## src/rtl/iir_pkg.sv

```systemverilog
// Shared types for the IIR second-order-section scheduler.
package iir_pkg;
  typedef enum logic [1:0] {IDLE, ISSUE, WAIT, OUTPUT} sched_state_t;
  localparam int DROP_CNT_W = 16;
endpackage

```

## src/rtl/iir_sched_inbuf.sv

```systemverilog
// One-deep pending-sample register for the IIR scheduler.
module iir_sched_inbuf #(
  parameter int Nd = 18
) (
  input  logic          clk,
  input  logic          rst_n,
  input  logic          push,
  input  logic          pop,
  input  logic [Nd-1:0] d,
  output logic          full,
  output logic [Nd-1:0] q,
  output logic          drop
);
  // A push into a full buffer is only accepted when the held sample leaves this cycle.
  assign drop = push & full & ~pop;

  always_ff @(posedge clk or negedge rst_n) begin
    if (!rst_n) begin
      full <= 1'b0;
      q    <= '0;
    end else if (push && (!full || pop)) begin
      full <= 1'b1;
      q    <= d;
    end else if (pop) begin
      full <= 1'b0;
    end
  end
endmodule

```

## src/rtl/iir_sos_scheduler.sv

```systemverilog
// Time-multiplexes one biquad datapath across Nsos cascaded sections,
// with one-deep input buffering, overrun accounting and a per-section watchdog.
module iir_sos_scheduler
  import iir_pkg::*;
#(
  parameter int Nsos    = 6,
  parameter int Nd      = 18,
  parameter int TIMEOUT = 64,
  localparam int SW     = (Nsos > 1) ? $clog2(Nsos) : 1
) (
  input  logic                  clk,
  input  logic                  rst_n,
  input  logic                  dv_in,
  input  logic [Nd-1:0]         d_in,
  output logic                  dv_out,
  output logic [Nd-1:0]         d_out,
  output logic                  sec_start,
  output logic [SW-1:0]         sec_idx,
  output logic [Nd-1:0]         sec_x,
  input  logic                  sec_done,
  input  logic [Nd-1:0]         sec_y,
  output logic                  busy,
  output logic                  overrun,
  output logic                  timeout,
  output logic [DROP_CNT_W-1:0] drop_cnt,
  input  logic                  flag_clr
);
  localparam int WW = $clog2(TIMEOUT + 1);

  sched_state_t  state, nstate;
  logic [SW-1:0] sec;
  logic [Nd-1:0] cur;
  logic [WW-1:0] wd;
  logic          last, abort, hand_off, bypass, push, pop;
  logic          pend_full, drop;
  logic [Nd-1:0] pend_q;

  assign last     = (sec == SW'(Nsos - 1));
  assign abort    = (state == WAIT) && !sec_done && (wd == WW'(TIMEOUT - 1));
  // hand_off: the cycle in which the current sample retires (output or abort)
  assign hand_off = (state == OUTPUT) || abort;
  // With the buffer empty at hand-off, a new sample goes straight into cur.
  assign bypass   = hand_off && !pend_full && dv_in;
  assign push     = dv_in && (state != IDLE) && !bypass;
  assign pop      = hand_off && pend_full;

  iir_sched_inbuf #(.Nd(Nd)) u_inbuf (
    .clk  (clk),
    .rst_n(rst_n),
    .push (push),
    .pop  (pop),
    .d    (d_in),
    .full (pend_full),
    .q    (pend_q),
    .drop (drop)
  );

  always_ff @(posedge clk or negedge rst_n) begin
    if (!rst_n) state <= IDLE;
    else        state <= nstate;
  end

  always_comb begin
    nstate = state;
    case (state)
      IDLE:   if (dv_in) nstate = ISSUE;
      ISSUE:  nstate = WAIT;
      WAIT: begin
        if (sec_done)   nstate = last ? OUTPUT : ISSUE;
        else if (abort) nstate = (pend_full || dv_in) ? ISSUE : IDLE;
      end
      OUTPUT: nstate = (pend_full || dv_in) ? ISSUE : IDLE;
      default: nstate = IDLE;
    endcase
  end

  always_ff @(posedge clk or negedge rst_n) begin
    if (!rst_n) begin
      sec   <= '0;
      cur   <= '0;
      wd    <= '0;
      d_out <= '0;
    end else begin
      case (state)
        IDLE: if (dv_in) begin
          cur <= d_in;
          sec <= '0;
        end
        ISSUE: wd <= '0;
        WAIT: begin
          if (sec_done) begin
            cur <= sec_y;
            if (last) d_out <= sec_y;
            else      sec   <= sec + SW'(1);
          end else begin
            wd <= wd + WW'(1);
            if (abort) begin
              sec <= '0;
              if (pop)         cur <= pend_q;
              else if (bypass) cur <= d_in;
              else             cur <= '0;
            end
          end
        end
        OUTPUT: begin
          sec <= '0;
          if (pop)         cur <= pend_q;
          else if (bypass) cur <= d_in;
        end
        default: ;
      endcase
    end
  end

  // Drop and abort take priority over a same-cycle clear.
  always_ff @(posedge clk or negedge rst_n) begin
    if (!rst_n) begin
      overrun  <= 1'b0;
      timeout  <= 1'b0;
      drop_cnt <= '0;
    end else begin
      if (drop)          overrun <= 1'b1;
      else if (flag_clr) overrun <= 1'b0;
      if (abort)         timeout <= 1'b1;
      else if (flag_clr) timeout <= 1'b0;
      if (drop) begin
        if (flag_clr)            drop_cnt <= DROP_CNT_W'(1);
        else if (drop_cnt != '1) drop_cnt <= drop_cnt + DROP_CNT_W'(1);
      end else if (flag_clr) begin
        drop_cnt <= '0;
      end
    end
  end

  assign sec_start = (state == ISSUE);
  assign dv_out    = (state == OUTPUT);
  assign busy      = (state != IDLE);
  assign sec_idx   = sec;
  assign sec_x     = cur;
endmodule

```

## config.mk

```make
export PLATFORM = sky130hd
export DESIGN_NAME = iir_sos_scheduler
export DESIGN_NICKNAME = d
export VERILOG_FILES = /design/src/rtl/iir_pkg.sv /design/src/rtl/iir_sched_inbuf.sv /design/src/rtl/iir_sos_scheduler.sv
export SDC_FILE = /design/constraint.sdc
export NUM_CORES = 1
export LEC_CHECK = 0
export ABC_AREA = 1
export CORE_ASPECT_RATIO = 0.6
export CORE_MARGIN = 4
export CORE_UTILIZATION = 55
export CTS_CLUSTER_SIZE = 8
export DETAILED_ROUTE_END_ITERATION = 6
export PLACE_DENSITY = 0.85
export SLEW_MARGIN = 5
export SYNTH_ARGS = -nofsm -noshare
export SYNTH_HDL_FRONTEND = slang
export SYNTH_HIERARCHICAL = 1
export SYNTH_SLANG_ARGS = --single-unit
```

## constraint.sdc

```tcl
create_clock -name clk -period 4 [get_ports clk]
set_clock_uncertainty 0.05 [all_clocks]
set_input_delay 0.6 -clock clk [delete_from_list [all_inputs] [get_ports clk]]
set_output_delay 0.6 -clock clk [all_outputs]
set_load 0.02 [all_outputs]
```

; ---- Word level (Yosys, flattened, before mapping)
; Cells that the tools add are included.
[op_classes]
n_addsub = 3
n_mul = 0
div_mod_pow = 0
magnitude_cmp = 0
n_eq_ne = 11
n_shift = 0
mux = 30
n_bitwise = 3
reduce_logical = 28
[op_table]
columns = op, count
row1 = 2-to-1 mux 18 bit, 7
row2 = 2-to-1 mux 16 bit, 4
row3 = case mux 18 bit (3 select lines), 1
row4 = "adder 16 x 1 -> 16 bit, second input constant", 1
row5 = "inequality test 16 bit, second input constant", 1
row6 = case mux 7 bit (2 select lines), 1
row7 = 2-to-1 mux 3 bit, 4
row8 = nonzero test 2 bit, 6
row9 = case mux 3 bit (3 select lines), 1
row10 = logical AND 1 bit, 8
row11 = 2-to-1 mux 2 bit, 4
row12 = case mux 2 bit (4 select lines), 1
row13 = AND reduction 4 bit, 2
row14 = "adder 7 x 1 -> 7 bit, second input constant", 1
row15 = "equality test 7 x 6 -> 1 bit, second input constant", 1
row16 = 2-to-1 mux 7 bit, 1
row17 = 2-to-1 mux 1 bit, 6
row18 = "inequality test 3 bit, second input constant", 2
row19 = AND reduction 2 bit, 3
row20 = "equality test 2 bit, second input constant", 2
row21 = "inequality test 2 bit, second input constant", 2
row22 = "adder 3 x 1 -> 3 bit, second input constant", 1
row23 = "equality test 3 bit, second input constant", 1
row24 = logical NOT 1 bit, 3
row25 = 8 further kinds, 11
[totals]
regBits = 85
latch_bits = 0
mem_bits_rw = 0
rom_bits = 0
wordCells = 85
n_memories = 0

; ---- Depth between registers and ports, before layout
; Gate-level depths: netlist of run 1.
[depth]
ltp_word = 12
ltp_mapped = 17

; ---- Cells and area by module
; Netlist of run 1, hierarchy kept.
[by_module_without_submodules]
columns = module, instances, cells_each, area_per_inst_um2
row1 = iir_sos_scheduler, 1, 600, 4209.0
row2 = iir_sched_inbuf, 1, 84, 783.3

; ---- Worst setup path before layout of run 1
; OpenSTA, ideal clock, no wires.
[synth_path]
kind = flip-flop to flip-flop
start = register wd[0]
end = register drop_cnt[12]
t_arrival_ns = 2.470
slack_ns = 1.347
stages_incl_launch_ff = 16
n_path_buf = 4
synth_period_minus_slack_ns = 2.653
path_cell_list = dfrtp_1 -> ha_1 -> nand3_2 -> nor2_1 -> nand2_2 -> nand2_2 -> buf_6 -> buf_6 -> a211oi_1 -> buf_6 -> inv_1 -> nor2_1 -> clkbuf_1 -> nand4_1 -> xor2_1 -> nor2_1
[synth_via]
elab_chain_len = 11
word_cells_on_any_way = 14
cone_classes = eq/ne (1) / mux (1) / bitwise (3) / reduce/logical (9)
[synth_rtl]
columns = item, line
row1 = start: declaration, iir_sos_scheduler.sv:33  ; logic [WW-1:0] wd;
row2 = start signal: assignment, iir_sos_scheduler.sv:96  ; wd <= wd + WW'(1);
row3 = equality test 7 x 6 -> 1 bit *, iir_sos_scheduler.sv:39  ; assign abort = (state == WAIT) && !sec_done && (wd == WW'(TIMEOUT - 1));
row4 = logical AND 1 bit *, iir_sos_scheduler.sv:39
row5 = logical OR 1 bit *, iir_sos_scheduler.sv:41  ; assign hand_off = (state == OUTPUT) || abort;
row6 = logical AND 1 bit * (2 in a row), iir_sos_scheduler.sv:43  ; assign bypass = hand_off && !pend_full && dv_in;
row7 = logical NOT 1 bit *, iir_sos_scheduler.sv:44  ; assign push = dv_in && (state != IDLE) && !bypass;
row8 = logical AND 1 bit *, iir_sos_scheduler.sv:44
row9 = named net push, iir_sos_scheduler.sv:34  ; logic last, abort, hand_off, bypass, push, pop;
row10 = bitwise AND 1 bit * (2 in a row), iir_sched_inbuf.sv:15  ; assign drop = push & full & ~pop;
row11 = named net drop, iir_sos_scheduler.sv:35  ; logic pend_full, drop;
row12 = nonzero test 2 bit (no line), -
row13 = AND reduction 2 bit (no line), -
row14 = end signal: assignment, iir_sos_scheduler.sv:128  ; else if (drop_cnt != '1) drop_cnt <= drop_cnt + DROP_CNT_W'(1);
row15 = end: declaration, iir_sos_scheduler.sv:25  ; output logic [DROP_CNT_W-1:0] drop_cnt,
; Mark *: on every way through the listed nets, which the timed path passes. The rest lies on a longest branch.
; A chain may end at the register's enable or synchronous reset.

; ---- Worst setup path after layout of run 1
[layout_path]
start = input port sec_done
end = register drop_cnt[3]
[layout_via]
word_cells_on_any_way = 15
cone_classes = mux (1) / bitwise (3) / reduce/logical (11)
[layout_rtl]
columns = item, line
row1 = start: declaration, iir_sos_scheduler.sv:20  ; input logic sec_done,
row2 = logical NOT 1 bit *, iir_sos_scheduler.sv:39
row3 = logical AND 1 bit * (2 in a row), iir_sos_scheduler.sv:39
row4 = logical OR 1 bit *, iir_sos_scheduler.sv:41
row5 = logical AND 1 bit *, iir_sos_scheduler.sv:45  ; assign pop = hand_off && pend_full;
row6 = named net pop, iir_sos_scheduler.sv:34
row7 = NOT 1 bit *, iir_sched_inbuf.sv:15
row8 = bitwise AND 1 bit *, iir_sched_inbuf.sv:15
row9 = named net drop, iir_sos_scheduler.sv:35
row10 = nonzero test 2 bit (no line), -
row11 = AND reduction 2 bit (no line), -
; Marked as above.

==> results.py, run 1 <==
metrics = {
    "run_status": {
        "status": "complete, no violations",
    },
    "timing": {
        "hold_viol_final": 0,
        "maxSlewHeadroom_pct": 28.9,
        "setup_tns_ns": 0,
        "maxSlewViolCount": 0,
        "worst_pin_slew_ns": 1.07,
        "final-setup-viol-count": 0,
        "finalCritPeriodShare_pct": 87.6,
        "finalCriticalPeriod_ns": 3.51,
        "fmax_mhz": 285,
        "rsz0062_at_grt": "false",
        "whs_ns": 0.395,
    },
    "clock_tree": {
        "cts_hold_buf": 0,
        "clk_pin_slew_ns": 0.06,
        "postCtsResizedCells": 0,
        "clk_latency_ns": 0.34,
        "ctsLongestPathBuffers": 2,
        "numClockSinks": 85,
        "numCtsBuffers": 9,
        "post_cts_buffers": 0,
        "cts_tree": "yes",
        "htreeDepth": 3,
        "clock-root-buffer": "clkbuf_16",
    },
    "power_and_ir_drop": {
        "seq_power_share_pct": 31.2,
        "p_switching_uw": 1750,
        "swShare_pct": 43.6,
        "leakage_uw": 0.00319,
        "power_density_mw_per_mm2": 639,
        "irDropWorstVdd_mv": 0.350,
        "comb_power_share_pct": 48.0,
        "internal-power_uw": 2270,
        "pwr-share-clk_pct": 20.8,
    },
    "routing": {
        "totalWireLength_microns": 14000,
        "routedWlPerCell_microns": 15.7,
        "drcViolationCount": 0,
        "drtPass1Iterations": 6,
        "first_iter_violations": 494,
        "vias": 4862,
        "vias_per_cell": 5.46,
        "ant_nets": 0,
    },
    "worst_setup_path": {
        "path_max_fanout": 21,
        "arrival_ns": 3.74,
        "r2r_start": "state[0]",
        "critPathCaptureType": "flop",
        "worstSetupEndpoint": "drop_cnt[3]",
        "r2r-end": "drop_cnt[3]",
        "startpoint": "sec_done",
        "setup.worst_path.start_class": "input port",
        "rr_worst_depth": 15,
        "cp.required_ns": 4.23,
        "reg2reg_slack_ns": 0.65,
        "crit_type": "input port to flop",
    },
    "synth": {
        "yosysSeqAreaShare_pct": 42.6,
        "avgSynthCellArea_sq_um": 7.30,
        "synthDistinctLibCells": 41,
        "ys_ff_latch": 85,
        "synth_area_sq_mm": 0.00499,
        "yosys_warnings": 6,
        "syn-instance-count": 684,
        "syn_nets": 729,
    },
    "worst_hold_path": {
        "min_path_type": "input port to async pin",
    },
    "floorplanning": {
        "chipWidth_microns": 131,
        "io_pins": 101,
        "core_sq_mm": 0.00869,
        "start_util_pct": 57.5,
        "die-area_sq_mm": 0.0107,
        "die_y_microns": 81.8,
        "rows": 26,
    },
    "grt": {
        "grt_usage_pct": 27.6,
        "grt_pass1_wl_microns": 22900,
        "gr-total-overflow": 0,
        "grt_pass1_vias": 4660,
        "antenna_found_initial": 0,
        "grt_max_degree": 86,
    },
    "finish": {
        "fillers": 696,
        "layout-drive-gt1-share_pct": 7.46,
        "syn_to_final_growth_pct": 25.8,
        "seq_area_sq_mm": 0.00213,
        "multi_input_area_sq_mm": 0.00231,
        "postLayoutCoreUtil_pct": 72.3,
        "nets": 818,
        "antennaDiodeCount": 0,
    },
    "placed_design": {
        "place.gp.congestion": 0.855,
        "io_buffers": 100,
        "place_hpwl_microns": 9830,
    },
    "job": {
        "max_cap_viol_count": 0,
    },
}
[cells in the final DEF, fill, tap and decap left out, drive strengths merged, types with 5 or more instances in the layout]
cell type and count:
nand2 195, clkdlybuf4s50 99, nor2 87, nand3 86
dfrtp 85, inv 83, a21oi 38, o21ai 19
clkinv 16, clkbuf 11, mux2 11, xor2 8
buf 8, nand4 7, nor3 5
[cell type report]
class	instances	share of cell area (%)
inverter	95	5.68
tap	112	2.23
clock buffer	11	3.86
multi-input combinational	475	36.8
clock inverter	5	0.797
sequential	85	33.9
timing repair buffer	107	16.7
[worst min path at each step]
| stage | cells past startpoint | to |
|---|---|---|
| 4_1_cts | 2 | u_inbuf/q[11] |
| 2_1_floorplan | 0 | d_out[0] |
| 5_1_grt | 2 | u_inbuf/q[12] |
| 6_report | 1 | sec_idx[2] |
| 3_5_place_dp | 2 | u_inbuf/q[11] |
| 3_3_place_gp | 2 | u_inbuf/q[17] |
[cell families (layout without fill, tap and decap cells)]
| logic type | count (synthesis) | after routing | share of synthesized area (%) |
|---|---|---|---|
| xor+xnor | 10 | 10 | 1.75 |
| fa+ha+maj | 4 | 4 | 1.00 |
| flops | 85 | 85 | 42.6 |
| compound gates | 66 | 66 | 7.14 |
| buf+inv | 124 | 218 | 11.2 |
| mux | 11 | 11 | 2.48 |
| simple gates | 384 | 384 | 33.9 |
[power by group through the flow]
stage | registers (uW) | logic, uW | clock network (uW)
after CTS | 1250 | 1910 | 841
after global routing | 1280 | 2140 | 887
final | 1250 | 1930 | 834
after global placement | 1250 | 1830 | 0
after floorplan | 1370 | 1190 | 0
after detailed placement | 1260 | 1890 | 0
[through the flow]
stage | setup slack (ns) | power, uW | instance area [sq um] | cells
4_1_cts | 0.588 | 4000 | 6280 | 890
2_1_floorplan | 1.35 | 2560 | 4990 | 684
6_report | 0.494 | 4010 | 6280 | 890
3_3_place_gp | 0.383 | 3080 | 5990 | 874
5_1_grt | 0.238 | 4300 | 6280 | 890
3_5_place_dp | 0.225 | 3150 | 5990 | 874
[sequential cells by signal (all words and copies together) (netlist names)]
name	count
d_out	18
timeout	1
sec_idx	3
sec_x	18
state	2
u_inbuf/full	1
drop_cnt	16
wd	7
u_inbuf/q	18
overrun	1
[routing by layer]
metal	track usage (%)	routed length (microns)	vias to the layer above
li1	-	-	2321
met4	7.91	248	0
met3	10.1	1600	26
met2	41.6	6060	270
met5	0	0	-
met1	37.7	6070	2245
[worst max-delay path, stage by stage]
cell and delay [ns]:
clkdlybuf4s50_1 0.61, nor2_4 0.25, nand2_2 0.11, nand2_2 0.36, nand2_2 0.36, inv_1 0.13, inv_1 0.05, nand2_2 0.06
nor2_1 0.04, buf_4 0.17, a21oi_2 0.44, inv_1 0.27, o21ai_0 0.13, and2_1 0.15
[cells in the mapped netlist]
cell type / count / area share [%]
nand2_1: 189 / 14
dfrtp_1: 85 / 43
nor2_1: 84 / 6.3
inv_1: 82 / 6.2
nand3_1: 72 / 7.2
a21oi_1: 37 / 3.7
o21ai_0: 17 / 1.7
nand3_2: 14 / 2.8
clkinv_1: 12 / 0.90
buf_2: 10 / 1.0
clkbuf_1: 8 / 0.60
xor2_1: 8 / 1.4
mux2_2: 7 / 1.6
nand4_1: 7 / 0.88
buf_6: 6 / 1.4
nand2_2: 6 / 0.75
ha_1: 4 / 1.0
mux2_1: 4 / 0.90
nor3_1: 4 / 0.40
buf_4: 2 / 0.30
nor2_4: 2 / 0.45
o21ai_1: 2 / 0.20
o22ai_1: 2 / 0.25
o31ai_1: 2 / 0.30
xnor2_1: 2 / 0.35
a211oi_1: 1 / 0.15
a21oi_2: 1 / 0.18
a31oi_1: 1 / 0.13
a32o_1: 1 / 0.20
a41oi_1: 1 / 0.18
and2_1: 1 / 0.13
and3_1: 1 / 0.13
buf_1: 1 / 0.075
buf_12: 1 / 0.40
clkbuf_8: 1 / 0.28
inv_2: 1 / 0.075
nor2_2: 1 / 0.13
nor3_2: 1 / 0.20
nor4_1: 1 / 0.13
o21bai_1: 1 / 0.15
or2_2: 1 / 0.13
Note: power is estimated with default switching activity, not from simulation.
==> inputs of run 2 (changes only) <==
TNS_END_PERCENT = 5   (was not set)
==> results of run 2 <==
Final layout, timing and power as in run 1 (identical DEF).
==> inputs of run 3 (changes only) <==
CORE_UTILIZATION = 38   (was 55)
DONT_BUFFER_PORTS = 1   (was not set)
PLACE_DENSITY = not set   (was 0.85)
==> results.py, run 3 (same netlist as run 1, synthesis figures left out) <==
metrics = {
    "run_status": {
        "status": "complete, no violations",
    },
    "finish": {
        "layout-drive-gt1-share_pct": 8.14,
        "final_cell_mix": "nand2_1 (189), dfrtp_1 (85), nor2_1 (84), inv_1 (82), nand3_1 (72)",
        "postLayoutCoreUtil_pct": 41.8,
        "syn_to_final_growth_pct": 7.54,
        "antennaDiodeCount": 0,
        "layout.cells.non_filler": 846,
        "nets": 716,
        "final_common_cell": "nand2_1",
    },
    "worst_setup_path": {
        "worstSetupEndpoint": "drop_cnt[3]",
        "setup.worst_path.start_class": "flop",
        "path_max_fanout": 21,
        "r2r_start": "state[1]",
        "cp.required_ns": 4.18,
        "crit_type": "flop to flop",
        "reg2reg_slack_ns": 0.37,
        "rr_worst_depth": 13,
        "startpoint": "state[1]",
        "critPathCaptureType": "flop",
        "arrival_ns": 3.81,
        "r2r-end": "drop_cnt[3]",
    },
    "routing": {
        "totalWireLength_microns": 13700,
        "drcViolationCount": 0,
        "vias": 4326,
        "vias_per_cell": 5.11,
        "ant_nets": 0,
        "routedWlPerCell_microns": 16.2,
        "drtPass1Iterations": 5,
        "first_iter_violations": 385,
    },
    "floorplanning": {
        "chipWidth_microns": 156,
        "die-area_sq_mm": 0.0151,
        "start_util_pct": 38.8,
        "rows": 32,
        "core_sq_mm": 0.0129,
        "io_pins": 101,
        "die_y_microns": 96.8,
    },
    "grt": {
        "antenna_found_initial": 0,
        "grt_usage_pct": 18.2,
        "grt_max_degree": 86,
        "gr-total-overflow": 0,
        "grt_pass1_vias": 4094,
        "grt_pass1_wl_microns": 22200,
    },
    "placed_design": {
        "place_hpwl_microns": 9770,
        "place.gp.congestion": 0.857,
        "io_buffers": 0,
        "dp_slack_ns": 0.455,
        "post-place-cells": 829,
    },
    "timing": {
        "maxSlewHeadroom_pct": 39.0,
        "rsz0062_at_grt": "false",
        "final-setup-viol-count": 0,
        "finalCritPeriodShare_pct": 90.8,
        "whs_ns": 0.121,
        "setup_tns_ns": 0,
        "fmax_mhz": 275,
        "finalCriticalPeriod_ns": 3.63,
        "hold_viol_final": 0,
        "fin_ws_ns": 0.368,
        "worst_pin_slew_ns": 0.914,
        "maxSlewViolCount": 0,
    },
    "clock_tree": {
        "clk_latency_ns": 0.34,
        "numClockSinks": 85,
        "cts_tree": "yes",
        "htreeDepth": 3,
        "ctsLongestPathBuffers": 2,
        "clock-root-buffer": "clkbuf_16",
        "numCtsBuffers": 9,
        "post_cts_buffers": 0,
        "clk_pin_slew_ns": 0.07,
    },
    "job": {
        "max_cap_viol_count": 0,
    },
    "worst_hold_path": {
        "min_path_type": "input port to async pin",
    },
    "power_and_ir_drop": {
        "power_density_mw_per_mm2": 690,
        "leakage_uw": 0.00280,
        "irDropWorstVdd_mv": 0.283,
    },
}
==> run 3: cell count changes in the layout (fill, tap and decap cells not counted), sizes merged <==
cell,previous run,this run
inv,83,84
clkinvlp,0,2
clkinv,16,13
buf,8,5
clkdlybuf4s50,99,0
==> run 3: routing by layer <==
layer	routed length [microns]	share of wire [%]	global-route usage, %	vias up
li1	-	-	-	2124
met2	5680	41	25.5	164
met1	6550	48	27.4	2029
met5	0	0	0	-
met4	78	0.57	2.96	0
met3	1430	10	6.35	9
==> run 3: area by class of cell <==
type / count / area, sq um
clock buffers: 11 / 243
clock inverters: 5 / 58.8
fillers: 1296 / 7480
inverters: 95 / 357
multi-input cells: 475 / 2310
flip-flops and latches: 85 / 2130
well taps: 170 / 213
repair buffers: 5 / 57.6
==> run 3: through the flow <==
stage          power, uW  cell area [sq um]
2_1_floorplan       2560               4990
3_3_place_gp        2770               5040
3_5_place_dp        2820               5040
4_1_cts             3710               5370
5_1_grt             3980               5370
6_report            3710               5370
==> run 3: worst min path at each step <==
| stage | to | startpoint | slack (ns) | cells after the start |
|---|---|---|---|---|
| global placement | sec_x[7] | rst_n | 0.26 | 0 |
| detailed placement | u_inbuf/q[6] | rst_n | 0.26 | 0 |
| CTS | sec_x[8] | rst_n | 0.14 | 1 |
| finish | sec_x[0] | rst_n | 0.12 | 1 |
| global route | drop_cnt[0] | rst_n | 0.16 | 1 |
| floorplan | d_out[0] | rst_n | 0.25 | 0 |
==> run 3: what timing repair did <==
action,in CTS,in global routing
endpoints found under the hold margin,85,0
endpoints found under the setup margin,0,0
hold buffers,1,0
gates resized for setup,0,0
==> run 3: power by group <==
| part | internal, uW | switching, uW | total [uW] | leakage [uW] |
|---|---|---|---|---|
| Combinational | 417 | 1010 | 1420 | 0.00156 |
| Clock | 503 | 361 | 864 | 0.000142 |
| Sequential | 1090 | 328 | 1420 | 0.00110 |
| Total | 2010 | 1700 | 3710 | 0.00280 |
==> run 3: worst max-delay path, cell delays in order (launching register included) <==
cell	delay (ns)
dfrtp_1	0.44
nand2_2	0.35
nor2_4	0.09
nand2_2	0.11
nand2_2	0.22
nand2_2	0.39
inv_1	0.07
inv_1	0.07
nand2_2	0.25
nor2_1	0.65
a21oi_2	0.28
inv_1	0.25
o21ai_0	0.12
and2_1	0.16
